**config.mk**
```make
export PLATFORM = sky130hd
export DESIGN_NAME = reg_access_master_flat
export DESIGN_NICKNAME = d
export VERILOG_FILES = /design/src/rtl/reg_access_master_if.sv /design/src/rtl/reg_access_master.sv /design/src/flat_wrapper.sv
export SDC_FILE = /design/constraint.sdc
export NUM_CORES = 1
export LEC_CHECK = 0
export BUFFER_PORTS_ARGS = -buffer_cell sky130_fd_sc_hd__buf_2
export CAP_MARGIN = 20
export CORE_MARGIN = 5
export CORE_UTILIZATION = 47
export CTS_CLUSTER_SIZE = 30
export DETAILED_ROUTE_END_ITERATION = 16
export PLACE_DENSITY = 0.85
export SETUP_SLACK_MARGIN = 0.05
export SYNTH_ARGS = -nofsm -noshare
export SYNTH_HDL_FRONTEND = slang
export SYNTH_SLANG_ARGS = --single-unit
```
**constraint.sdc**
```tcl
create_clock -name clk -period 2.4 [get_ports clk]
set_clock_uncertainty 0.05 [all_clocks]
set_input_delay 0.48 -clock clk [delete_from_list [all_inputs] [get_ports clk]]
set_output_delay 0.48 -clock clk [all_outputs]
set_load 0.05 [all_outputs]
```
**src/rtl/reg_access_master_if.sv**
```systemverilog
// Host-facing request/response channel of reg_access_master.
// Valid/ready: a beat transfers on a rising edge where valid and ready are both high;
// the sender holds valid and its payload stable until that edge, and ready never waits on valid.
interface reg_access_master_if #(
    parameter int WIDTH = 16
);
    logic             req_valid;
    logic             req_ready;
    logic             req_write;
    logic [WIDTH-1:0] req_data;
    logic             rsp_valid;
    logic             rsp_ready;
    logic [WIDTH-1:0] rsp_data;
    logic             rsp_err;

    // master: the reg_access_master side; slave: the host issuing requests
    modport master (
        input  req_valid, req_write, req_data, rsp_ready,
        output req_ready, rsp_valid, rsp_data, rsp_err
    );

    modport slave (
        output req_valid, req_write, req_data, rsp_ready,
        input  req_ready, rsp_valid, rsp_data, rsp_err
    );
endinterface

```
**src/rtl/reg_access_master.sv**
```systemverilog
// Initiator for a single 16-bit storage register: turns host read/write requests into
// one-cycle enable pulses and returns the captured data_out, with optional write readback.
module reg_access_master #(
    parameter int WIDTH  = 16,
    parameter bit VERIFY = 1'b1
) (
    input  logic                 clk,
    input  logic                 reset,
    reg_access_master_if.master  host,
    output logic [7:0]           err_count,
    output logic                 reg_write_enable,
    output logic                 reg_read_enable,
    output logic [WIDTH-1:0]     reg_data_in,
    input  logic [WIDTH-1:0]     reg_data_out,
    output logic [2:0]           dbg_state
);

    typedef enum logic [2:0] {
        IDLE = 3'd0,
        WR   = 3'd1,
        RD   = 3'd2,
        CAP  = 3'd3,
        RSP  = 3'd4
    } state_t;

    state_t           state;
    state_t           state_next;
    logic             op;
    logic [WIDTH-1:0] wdata;
    logic [WIDTH-1:0] rsp_data_q;
    logic             rsp_err_q;
    logic             mismatch;

    assign mismatch = (reg_data_out != wdata);

    always_ff @(posedge clk or posedge reset) begin
        if (reset) begin
            state      <= IDLE;
            op         <= 1'b0;
            wdata      <= '0;
            rsp_data_q <= '0;
            rsp_err_q  <= 1'b0;
            err_count  <= 8'd0;
        end else begin
            state <= state_next;
            case (state)
                IDLE: begin
                    if (host.req_valid) begin
                        op    <= host.req_write;
                        wdata <= host.req_data;
                    end
                end
                WR: begin
                    if (!VERIFY) begin
                        rsp_data_q <= wdata;
                        rsp_err_q  <= 1'b0;
                    end
                end
                // data_out was loaded by the RD pulse one edge earlier
                CAP: begin
                    rsp_data_q <= reg_data_out;
                    if (op && mismatch) begin
                        rsp_err_q <= 1'b1;
                        if (err_count != 8'hFF) begin
                            err_count <= err_count + 8'd1;
                        end
                    end else begin
                        rsp_err_q <= 1'b0;
                    end
                end
                default: ;
            endcase
        end
    end

    always_comb begin
        state_next       = state;
        host.req_ready   = 1'b0;
        host.rsp_valid   = 1'b0;
        reg_write_enable = 1'b0;
        reg_read_enable  = 1'b0;
        case (state)
            IDLE: begin
                host.req_ready = 1'b1;
                if (host.req_valid) begin
                    state_next = host.req_write ? WR : RD;
                end
            end
            WR: begin
                reg_write_enable = 1'b1;
                state_next       = VERIFY ? RD : RSP;
            end
            RD: begin
                reg_read_enable = 1'b1;
                state_next      = CAP;
            end
            CAP: state_next = RSP;
            RSP: begin
                host.rsp_valid = 1'b1;
                if (host.rsp_ready) begin
                    state_next = IDLE;
                end
            end
            default: state_next = IDLE;
        endcase
    end

    assign host.rsp_data = rsp_data_q;
    assign host.rsp_err  = rsp_err_q;
    assign reg_data_in   = wdata;
    assign dbg_state     = state;

endmodule

```
**src/flat_wrapper.sv**
```systemverilog
// flat-port wrapper written by rule: the top's interface ports become plain ports
module reg_access_master_flat 
#(
    parameter int WIDTH  = 16,
    parameter bit VERIFY = 1'b1
)
  (clk, reset, err_count, reg_write_enable, reg_read_enable, reg_data_in, reg_data_out, dbg_state, host_req_valid, host_req_write, host_req_data, host_rsp_ready, host_req_ready, host_rsp_valid, host_rsp_data, host_rsp_err);
  reg_access_master_if #(.WIDTH(WIDTH)) host_i ();
  input  logic clk;
  input  logic reset;
  output logic [7:0] err_count;
  output logic reg_write_enable;
  output logic reg_read_enable;
  output logic [WIDTH-1:0] reg_data_in;
  input  logic [WIDTH-1:0] reg_data_out;
  output logic [2:0] dbg_state;
  input wire logic [$bits(host_i.req_valid)-1:0] host_req_valid;
  input wire logic [$bits(host_i.req_write)-1:0] host_req_write;
  input wire logic [$bits(host_i.req_data)-1:0] host_req_data;
  input wire logic [$bits(host_i.rsp_ready)-1:0] host_rsp_ready;
  output wire logic [$bits(host_i.req_ready)-1:0] host_req_ready;
  output wire logic [$bits(host_i.rsp_valid)-1:0] host_rsp_valid;
  output wire logic [$bits(host_i.rsp_data)-1:0] host_rsp_data;
  output wire logic [$bits(host_i.rsp_err)-1:0] host_rsp_err;
  assign host_i.req_valid = host_req_valid;
  assign host_i.req_write = host_req_write;
  assign host_i.req_data = host_req_data;
  assign host_i.rsp_ready = host_rsp_ready;
  assign host_req_ready = host_i.req_ready;
  assign host_rsp_valid = host_i.rsp_valid;
  assign host_rsp_data = host_i.rsp_data;
  assign host_rsp_err = host_i.rsp_err;
  reg_access_master #(.WIDTH(WIDTH), .VERIFY(VERIFY)) u_core (.clk(clk), .reset(reset), .host(host_i), .err_count(err_count), .reg_write_enable(reg_write_enable), .reg_read_enable(reg_read_enable), .reg_data_in(reg_data_in), .reg_data_out(reg_data_out), .dbg_state(dbg_state));
endmodule
```
# ---- Yosys cells after proc, flatten, opt, wreduce, memory -nomap -nowiden
# Index checks and enable logic that the tools add are counted.
dict set report op_classes {
  add_sub_neg 1
  multipliers 0
  n_div 0
  order_cmp 0
  eq_ne 8
  shifts 0
  muxes 9
  n_bitwise 0
  n_reduce_logical 5
}
# op count
set op_table {}
lappend op_table {{16-bit != test} 1}
lappend op_table {{3-bit one-hot mux with 5 select lines} 1}
lappend op_table {{8-bit by 1-bit adder with 8-bit output, second input constant} 1}
lappend op_table {{8-bit != test, second input constant} 1}
lappend op_table {{3-bit by 2-bit equality test with 1-bit output, second input constant} 2}
lappend op_table {{3-bit two-way mux} 2}
lappend op_table {{1-bit two-way mux} 5}
lappend op_table {{2-bit != test, second input constant} 2}
lappend op_table {{2-bit AND reduction} 2}
lappend op_table {{3-bit by 1-bit equality test with 1-bit output, second input constant} 1}
lappend op_table {{3-bit equality test, second input constant} 1}
lappend op_table {{3-bit zero test} 1}
lappend op_table {{3-bit AND reduction} 1}
lappend op_table {{2-bit two-way mux} 1}
lappend op_table {{1-bit logical AND} 1}
dict set report totals {
  ff_bits 45
  latchBits 0
  ram_bits 0
  rom_bits 0
  in_bits 37
  output_inout_bits 48
  elab_cells 29
  memories 0
}

# ---- Longest topological paths before layout
# Gate-level depths: netlist of run 1.
dict set report logic_depth {
  depth_word 3
  ltp_mapped 5
  ltp_nobuf 5
}

# ---- Least setup slack after synthesis of run 1
# No wires, ideal clock.
dict set report synth_timing {
  kind {flip-flop to flip-flop}
  startpoint {register u_core.state[0], in the netlist u_core.dbg_state[0]}
  endpoint {register u_core.op}
  setup_ps 125
  arrival_time_ps 2738
  required_time_ps 2225
  path_slack_ps -512
  path_stages_with_launch 6
  n_path_buf 2
  synth_period_minus_slack_ps 2912
  cell_sequence {dfrtp_1 nor3_1 and2_1 buf_2 buf_4 mux2_2}
}
dict set report synth_via {
  elab_chain_cells 2
}
# element line
set synth_rtl {}
lappend synth_rtl {{from (decl)} reg_access_master.sv:26} ;# state_t state;
lappend synth_rtl {{from (signal assigned)} reg_access_master.sv:45} ;# state <= state_next;
lappend synth_rtl {{3-bit zero test} reg_access_master.sv:46} ;# case (state)
lappend synth_rtl {{2-bit AND reduction (no line)} -}
lappend synth_rtl {{to (signal assigned)} reg_access_master.sv:49} ;# op <= host.req_write;
lappend synth_rtl {{to (decl)} reg_access_master.sv:28} ;# logic op;
# No other way between the ends.
# A chain may end at the register's enable or synchronous reset.

# ---- Worst setup path after layout of run 1
dict set report layout_timing {
  startpoint {register u_core.err_count[2]}
  endpoint {register u_core.err_count[1]}
}
dict set report layout_via {
  elab_chain_cells 2
}
# element line
set layout_rtl {}
lappend layout_rtl {{from (decl)} reg_access_master.sv:10} ;# output logic [7:0] err_count,
lappend layout_rtl {{from (signal assigned)} reg_access_master.sv:65} ;# err_count <= err_count + 8'd1;
lappend layout_rtl {{8-bit != test} reg_access_master.sv:64} ;# if (err_count != 8'hFF) begin
lappend layout_rtl {{3-bit AND reduction (no line)} -}
# No other way between the ends.

==> results of run 1 <==
## flip-flops by register name, summed over array words and instances, names as in the netlist
name and count:
u_core.host.rsp_err 1, u_core.reg_data_in 16, u_core.err_count 8, u_core.dbg_state 3, u_core.host.rsp_data 16, u_core.op 1
## through the flow
stage / TNS (ns) / hold slack [ns] / util
2_1_floorplan: -0.715 / 0.520 / -
3_3_place_gp: 0 / 0.423 / 0.616
3_5_place_dp: 0 / 0.436 / 0.616
4_1_cts: 0 / 0.280 / 0.641
5_1_grt: 0 / 0.330 / 0.641
6_report: 0 / 0.260 / 0.641
## cells by family after synthesis
group,Yosys count
muxes,34
DFF,45
AOI/OAI and AO/OA,6
xor gates and xnor gates,23
buffers and inverters,6
adders and majority gates,1
and+or+nand+nor,32
## path summary, 6_finish.rpt
check / to / from / slack, ns
max reg2reg: u_core.err_count[1] / u_core.err_count[2] / 0.45
min: u_core.reg_data_in[3] / reset / 0.26
min reg2reg: u_core.err_count[3] / u_core.err_count[3] / 0.44
min in group clk: u_core.dbg_state[2] / host_rsp_ready / 0.33
max: u_core.err_count[1] / u_core.err_count[2] / 0.45
max in group asynchronous: u_core.reg_data_in[9] / reset / 1.42
## layout make-up
cell class / count / share of cell area
Clock buffer: 7 / 0.0368
Clock inverter: 1 / 0.00191
Inverter: 2 / 0.00287
Multi-Input combinational cell: 96 / 0.333
Sequential cell: 45 / 0.430
Tap cell: 50 / 0.0239
Timing Repair Buffer: 88 / 0.172
## per-layer routing
layer  track usage  up-vias  part of all wire
li1              -      700                 -
met1         0.209      723              0.44
met2         0.267       59              0.46
met3        0.0501        6             0.089
met4        0.0466        0             0.010
met5             0        -                 0
## worst max-delay path, stage by stage (launching register included)
cell,delay [ns]
dfrtp_1,0.42
and2_1,0.18
and3_1,0.22
a41oi_1,0.41
and3_4,0.27
mux2_4,0.29
## placed cells by master (no fill, tap or decap), drive strengths merged, types with 3 or more instances in the layout
| cell | Yosys | routed |
|---|---|---|
| buf | 2 | 88 |
| dfrtp | 45 | 45 |
| mux2 | 34 | 34 |
| xor2 | 17 | 17 |
| clkbuf | 2 | 7 |
| xnor2 | 6 | 6 |
| and3 | 5 | 5 |
| nand4 | 5 | 5 |
| nand2 | 4 | 4 |
| nor4 | 4 | 4 |
| nand3 | 3 | 3 |
==> impl_metrics.ini, run 1 <==
[synthesis]
synth-async-reset-ratio = 1.00
synthCells = 147
syn_area_per_cell_um2 = 13.7
synth_common_cells = 45 x dfrtp_1, 33 x mux2_2, 17 x xor2_1
yosysMostFrequentCell = dfrtp_1
synth-main-ff-cell = dfrtp_1
ys.warnings.count = 0
ys_seq_area_frac = 0.557
ys_ff_latch = 45
synth_edf_count = 0
muxShareOfSynthArea = 0.191
synth_xor_area_frac = 0.0997
syn-num-nets = 185
synthAdderAreaFrac = 0.00619
synthSimpleGateAreaFrac = 0.114
netlist_area_mm2 = 0.00202
synth.area.top_cells = dfrtp_1 56%, mux2_2 18%, xor2_1 7.4%, xnor2_1 2.6%, nor4_2 1.9%
synth_top_family_by_area = multiplexers
synth_top_cell_area_share = 0.557
synth_top_area_cell = dfrtp_1
synth-compound-area-share = 0.0180
synth_cell_types = 29

[clock_tree]
cts_setup_buffers = 0
clkSlewWorstSetupHoldPaths_ns = 0.08
ctsResizeCount = 0
htreeDepth = 2
clockBufferDepth = 2
clock-sinks = 45
numCtsBuffers = 5
ctsHoldBuffers = 0
clock_latency_ns = 0.29
ctsRootBufferMaster = clkbuf_8
cts_tree = yes

[global_route]
antenna_found_initial = 0
grt_pass1_wl_mm = 7.02
grt_pass1_vias = 1543
grt_overflow_total = 0
grt_max_degree = 37
gr-usage-all-layers = 0.163

[sta]
worst_slack_ns = 0.446
rsz0062_at_grt = false
tightest_slew_ns = 0.730
relSlewSlack = 0.512
hold_violations = 0
fin_crit_sh = 0.814
post-route-min-period_ns = 1.95
setup_viol = 0
drv_slew = 0
clock.fmax_mhz = 512

[finish]
stdcell_count = 289
diodes = 0
seq_area_mm2 = 0.00113
stdcell_area_mm2 = 0.00262
nNetsFinal = 276
multi_input_area_um2 = 872
syn2layout_area_growth_pct = 29.7
drive_above_1_share = 0.577
final.fill_count = 334

[placed_design]
dpl_cell_area_mm2 = 0.00252
dp_hpwl_mm = 3.37
post-place-ws_ns = 0.468
io_buffer_count = 84
gp_congestion = 0.754
dpl.cell_count = 281

[routing]
ant_nets = 0
drc = 0
first_pass_iters = 4
wl_mm = 4.40
wl_per_cell_um = 15.2
via_per_inst = 5.15
vias = 1488
drtIter0Drc = 44

[critical_path]
crit_fanout = 4
cp_data_required_time_ns = 2.53
critPathLaunchType = flop
reg2reg_depth = 5
worstSetupPathType = flop to flop
worstPathArrival_ns = 2.08
endpoint_kind = flop

[flow_run]
max_cap_viol_count = 0

[floorplan]
core_area_mm2 = 0.00409
num_rows = 23
die_w_um = 75.6
initial_core_util = 0.494
io_pins = 85
fp.dieH_um = 75.6
dieArea_mm2 = 0.00571

[min_path]
min_path_type = input pin to async pin

[status]
status = finished, final reports clean
Power of run 1 is not shown: default switching activity piles up to over one toggle a cycle in this logic, so the estimate is an artifact.
==> inputs of run 2 (changes only) <==
--- a/config.mk
+++ b/config.mk
@@ -8,10 +8,10 @@
 export BUFFER_PORTS_ARGS = -buffer_cell sky130_fd_sc_hd__buf_2
 export CAP_MARGIN = 20
 export CORE_MARGIN = 5
-export CORE_UTILIZATION = 47
+export CORE_UTILIZATION = 43
 export CTS_CLUSTER_SIZE = 30
 export DETAILED_ROUTE_END_ITERATION = 16
-export PLACE_DENSITY = 0.85
+export PLACE_DENSITY = 0.82
 export SETUP_SLACK_MARGIN = 0.05
 export SYNTH_ARGS = -nofsm -noshare
 export SYNTH_HDL_FRONTEND = slang
==> constraint.sdc (replaced) <==
create_clock -name clk -period 1.6 [get_ports clk]
set_clock_uncertainty 0.05 [all_clocks]
set_input_delay 0.32 -clock clk [delete_from_list [all_inputs] [get_ports clk]]
set_output_delay 0.32 -clock clk [all_outputs]
set_load 0.05 [all_outputs]
==> impl_metrics.ini, run 2 (same netlist as run 1, synthesis figures left out) <==
[critical_path]
rrSetupSlack_ns = -0.1
path_depth = 5
cp-endpoint = u_core.err_count[1]
worstSetupPathType = flop to flop
crit_fanout = 2
endpoint_kind = flop
timing.rr.start = u_core.reg_data_in[6]
startpoint = u_core.reg_data_in[6]
cp_data_required_time_ns = 1.74
r2r-end = u_core.err_count[1]
slowest_stage = dfrtp_1
critPathLaunchType = flop
reg2reg_depth = 5
worstPathArrival_ns = 1.84
cp_num_buf_inv = 0
cp_top_family = simple AND/OR/NAND/NOR gates
crit_chain = xor2_2, nor4_4, nand4_2, and3_4, mux2_4
critPathMaxStageDelay_ns = 0.41

[status]
status = complete, but fails checks
violations = setup timing

[placed_design]
dp_hpwl_mm = 3.93
dpl_cell_area_mm2 = 0.00280
io_buffer_count = 84
gp_congestion = 0.818
post-place-ws_ns = -0.154
dpl.cell_count = 310

[finish]
diodes = 0
drive_above_1_share = 0.683
syn2layout_area_growth_pct = 59.1
final_core_util = 0.695
final_cell_mix = 80 x buf_2, 40 x dfrtp_1, 30 x buf_4
stdcell_count = 332
nNetsFinal = 315
stdcell_area_mm2 = 0.00322
layout_commonest_cell = buf_2

[floorplan]
io_pins = 85
core_area_mm2 = 0.00463
initial_core_util = 0.436
dieArea_mm2 = 0.00617
fp.dieH_um = 78.6
num_rows = 25
die_w_um = 78.6

[global_route]
grt_pass1_vias = 1866
grt_overflow_total = 0
gr-usage-all-layers = 0.192
antenna_found_initial = 0
grt_pass1_wl_mm = 9.02
grt_max_degree = 29

[clock_tree]
clock-sinks = 45
ctsRootBufferMaster = clkbuf_8
clkSlewWorstSetupHoldPaths_ns = 0.08
clockBufferDepth = 2
clock_latency_ns = 0.30
cts_tree = yes
numCtsBuffers = 5
htreeDepth = 2

[routing]
wl_mm = 5.74
drtIter0Drc = 40
drc = 0
via_per_inst = 5.10
ant_nets = 0
vias = 1694
wl_per_cell_um = 17.3
first_pass_iters = 4

[sta]
setup_viol = 23
hold_violations = 0
relSlewSlack = 0.528
worst_slack_ns = -0.0952
drv_slew = 0
rsz0062_at_grt = true
tightest_slew_ns = 0.704
post-route-min-period_ns = 1.70
clock.fmax_mhz = 590
fin_crit_sh = 1.06

[min_path]
min_path_type = input pin to flop

[flow_run]
max_cap_viol_count = 0
[run 2: cell count changes in the layout (fill, tap and decap cells not counted), moves of 2 or more]
cell / delta
buf_4: +26
mux2_2: -17
mux2_4: +17
buf_6: +9
dfrtp_1: -5
buf_2: -4
dfrtp_2: +4
buf_8: +3
buf_12: +2
buf_16: +2
nor2_1: -2
nor3b_1: -2
nor3b_4: +2
[run 2: worst reg2reg max path: cells and delay by family (launching register included)]
kind          cells  cell delay [ns]
flops             1             0.41
mux               1             0.29
simple gates      3             0.67
xor+xnor          1             0.17
[run 2: stage by stage]
stage          setup TNS [ns]  hold slack [ns]
5_1_grt                 -2.48            0.182
3_3_place_gp           -0.625            0.308
4_1_cts                -0.807            0.185
6_report               -0.904            0.189
3_5_place_dp           -0.517            0.321
2_1_floorplan           -8.35            0.374
[run 2: worst min-delay path by stage]
stage	endpoint	slack, ns	startpoint	depth (start not counted)
after floorplan	u_core.dbg_state[2]	0.37	host_rsp_ready	1
after global placement	u_core.reg_data_in[8]	0.31	reset	2
after detailed placement	u_core.reg_data_in[8]	0.32	reset	2
after CTS	u_core.reg_data_in[7]	0.19	host_req_data[7]	2
after global routing	u_core.dbg_state[2]	0.18	host_rsp_ready	2
final	u_core.dbg_state[2]	0.19	host_rsp_ready	2
[run 2: metal layers]
metal	routed length, um	global-route usage	part of all wire	vias to the layer above
li1	-	-	-	782
met1	2300	0.222	0.40	833
met2	3020	0.341	0.53	68
met3	305	0.0436	0.053	11
met4	121	0.0769	0.021	0
met5	0	0	0	-
[run 2: cell type report]
cell class	instances	area (um2)
Clock buffer	6	82.6
Clock inverter	2	37.5
Fill cell	335	1410
Inverter	2	7.51
Multi-Input combinational cell	96	1010
Sequential cell	45	1130
Tap cell	54	67.6
Timing Repair Buffer	127	877
[run 2: timing repair]
item | in CTS | in global routing
cloned | 2 | 1
endpoints found under the setup margin | 28 | 40
buffers inserted | 5 | 6
pin swaps | 5 | 7
resized for setup | 29 | 16
hold buffers | 1 | 0
endpoints found under the hold margin | 6 | 0
Power of run 2 is left out for the same reason.
==> inputs of run 3 (changes only) <==
--- a/config.mk
+++ b/config.mk
@@ -8,10 +8,11 @@
 export BUFFER_PORTS_ARGS = -buffer_cell sky130_fd_sc_hd__buf_2
 export CAP_MARGIN = 20
 export CORE_MARGIN = 5
-export CORE_UTILIZATION = 43
+export CORE_UTILIZATION = 44
+export CTS_BUF_LIST = sky130_fd_sc_hd__clkbuf_8
 export CTS_CLUSTER_SIZE = 30
 export DETAILED_ROUTE_END_ITERATION = 16
-export PLACE_DENSITY = 0.82
+export PLACE_DENSITY = 0.83
 export SETUP_SLACK_MARGIN = 0.05
 export SYNTH_ARGS = -nofsm -noshare
 export SYNTH_HDL_FRONTEND = slang
==> impl_metrics.ini, run 3 (same netlist as run 1, synthesis figures left out) <==
[clock_tree]
cts_tree = yes
clkSlewWorstSetupHoldPaths_ns = 0.08
ctsRootBufferMaster = clkbuf_8
numCtsBuffers = 5
htreeDepth = 2
clockBufferDepth = 2
clock_latency_ns = 0.29
clock-sinks = 45

[floorplan]
num_rows = 24
die_w_um = 77.8
initial_core_util = 0.458
io_pins = 85
dieArea_mm2 = 0.00605
fp.dieH_um = 77.8
core_area_mm2 = 0.00441

[critical_path]
worstSetupPathType = flop to flop
rrSetupSlack_ns = -0.11
crit_fanout = 2
slowest_stage = dfrtp_1
critPathMaxStageDelay_ns = 0.41
crit_chain = xor2_1, nor4_2, nand4_2, and3_4, mux2_4
timing.rr.start = u_core.reg_data_in[7]
critPathLaunchType = flop
reg2reg_depth = 5
endpoint_kind = flop
worstPathArrival_ns = 1.85
cp_data_required_time_ns = 1.73
r2r-end = u_core.err_count[1]

[sta]
drv_slew = 0
post-route-min-period_ns = 1.71
hold_violations = 0
fin_crit_sh = 1.07
tightest_slew_ns = 0.402
rsz0062_at_grt = true
clock.fmax_mhz = 583
setup_viol = 11
worst_slack_ns = -0.115
relSlewSlack = 0.732

[routing]
drtIter0Drc = 68
wl_mm = 5.26
top_layer_used = met4
first_pass_iters = 4
dr_wl_met3_um = 345
wl_met1_mm = 2.17
vias = 1624
drc = 0
wl_per_cell_um = 16.3
ant_nets = 0
wl_met2_mm = 2.72
via_per_inst = 5.04

[finish]
final_cell_mix = 78 x buf_2, 40 x dfrtp_1, 29 x buf_4
diodes = 0
nNetsFinal = 308
syn2layout_area_growth_pct = 53.1
drive_above_1_share = 0.663
layout_commonest_cell = buf_2

[placed_design]
io_buffer_count = 84
gp_congestion = 0.834
post-place-ws_ns = -0.176
dp_hpwl_mm = 3.79

[min_path]
hold_depth = 2
hp-start = host_rsp_ready
min_path_type = input pin to flop
min_to = u_core.dbg_state[2]

[global_route]
grt_max_degree = 29
antenna_found_initial = 0
grt_pass1_wl_mm = 8.84
grt_pass1_vias = 1790
grt_overflow_total = 0
gr-usage-all-layers = 0.182

[status]
violations = setup timing
status = complete, but fails checks

[flow_run]
max_cap_viol_count = 0
==> run 3: changes by cell type in the layout (fill, tap and decap cells not counted), moves of 2 or more <==
cell,delta
buf_2,-2
buf_6,-3
buf_8,-2
inv_1,+2
==> run 3: final cells by class <==
class,count,area (um2)
Fill cell,309,1320
Tap cell,52,65.1
Multi-Input combinational cell,96,983
Timing Repair Buffer,120,816
Clock inverter,1,3.75
Inverter,2,7.51
Clock buffer,6,82.6
Sequential cell,45,1130
==> run 3: how the worst max path moves through the flow <==
stage	end	slack, ns	startpoint	cells past startpoint
finish	u_core.err_count[1]	-0.11	u_core.reg_data_in[7]	5
detailed placement	u_core.err_count[1]	-0.18	reg_data_out[8]	6
global route	u_core.err_count[1]	-0.16	u_core.reg_data_in[7]	5
floorplan	u_core.op	-0.46	u_core.dbg_state[2]	5
global placement	u_core.err_count[1]	-0.16	reg_data_out[8]	6
CTS	u_core.err_count[1]	-0.12	u_core.reg_data_in[7]	5
==> run 3: critical path, delay by kind of cell (launching register included) <==
kind,cells,cell delay (ns)
xor gates and xnor gates,1,0.16
and+or+nand+nor,3,0.70
DFF,1,0.41
muxes,1,0.29
==> run 3: stage by stage <==
| stage | setup TNS, ns | std cells | util | hold WS, ns | area, um2 |
|---|---|---|---|---|---|
| 6_report | -0.388 | 322 | 0.701 | 0.167 | 3090 |
| 5_1_grt | -1.33 | 322 | 0.701 | 0.170 | 3090 |
| 4_1_cts | -0.464 | 320 | 0.693 | 0.170 | 3060 |
| 3_5_place_dp | -0.602 | 308 | 0.634 | 0.282 | 2800 |
| 3_3_place_gp | -0.421 | 308 | 0.634 | 0.277 | 2800 |
| 2_1_floorplan | -8.35 | 147 | - | 0.374 | 2100 |
==> run 3: repair_timing <==
item | in CTS | in global routing
resized for setup | 25 | 8
buffers inserted | 2 | 2
endpoints found under the setup margin | 30 | 35
hold buffers | 1 | 0
gates cloned | 2 | 0
pin swaps | 4 | 4
endpoints found under the hold margin | 17 | 0
==> run 3: per-layer routing <==
metal	vias to the layer above	GRT usage
li1	768	-
met1	800	0.226
met2	54	0.310
met3	2	0.0602
met4	0	0.0378
met5	-	0
Power of run 3 is left out for the same reason.
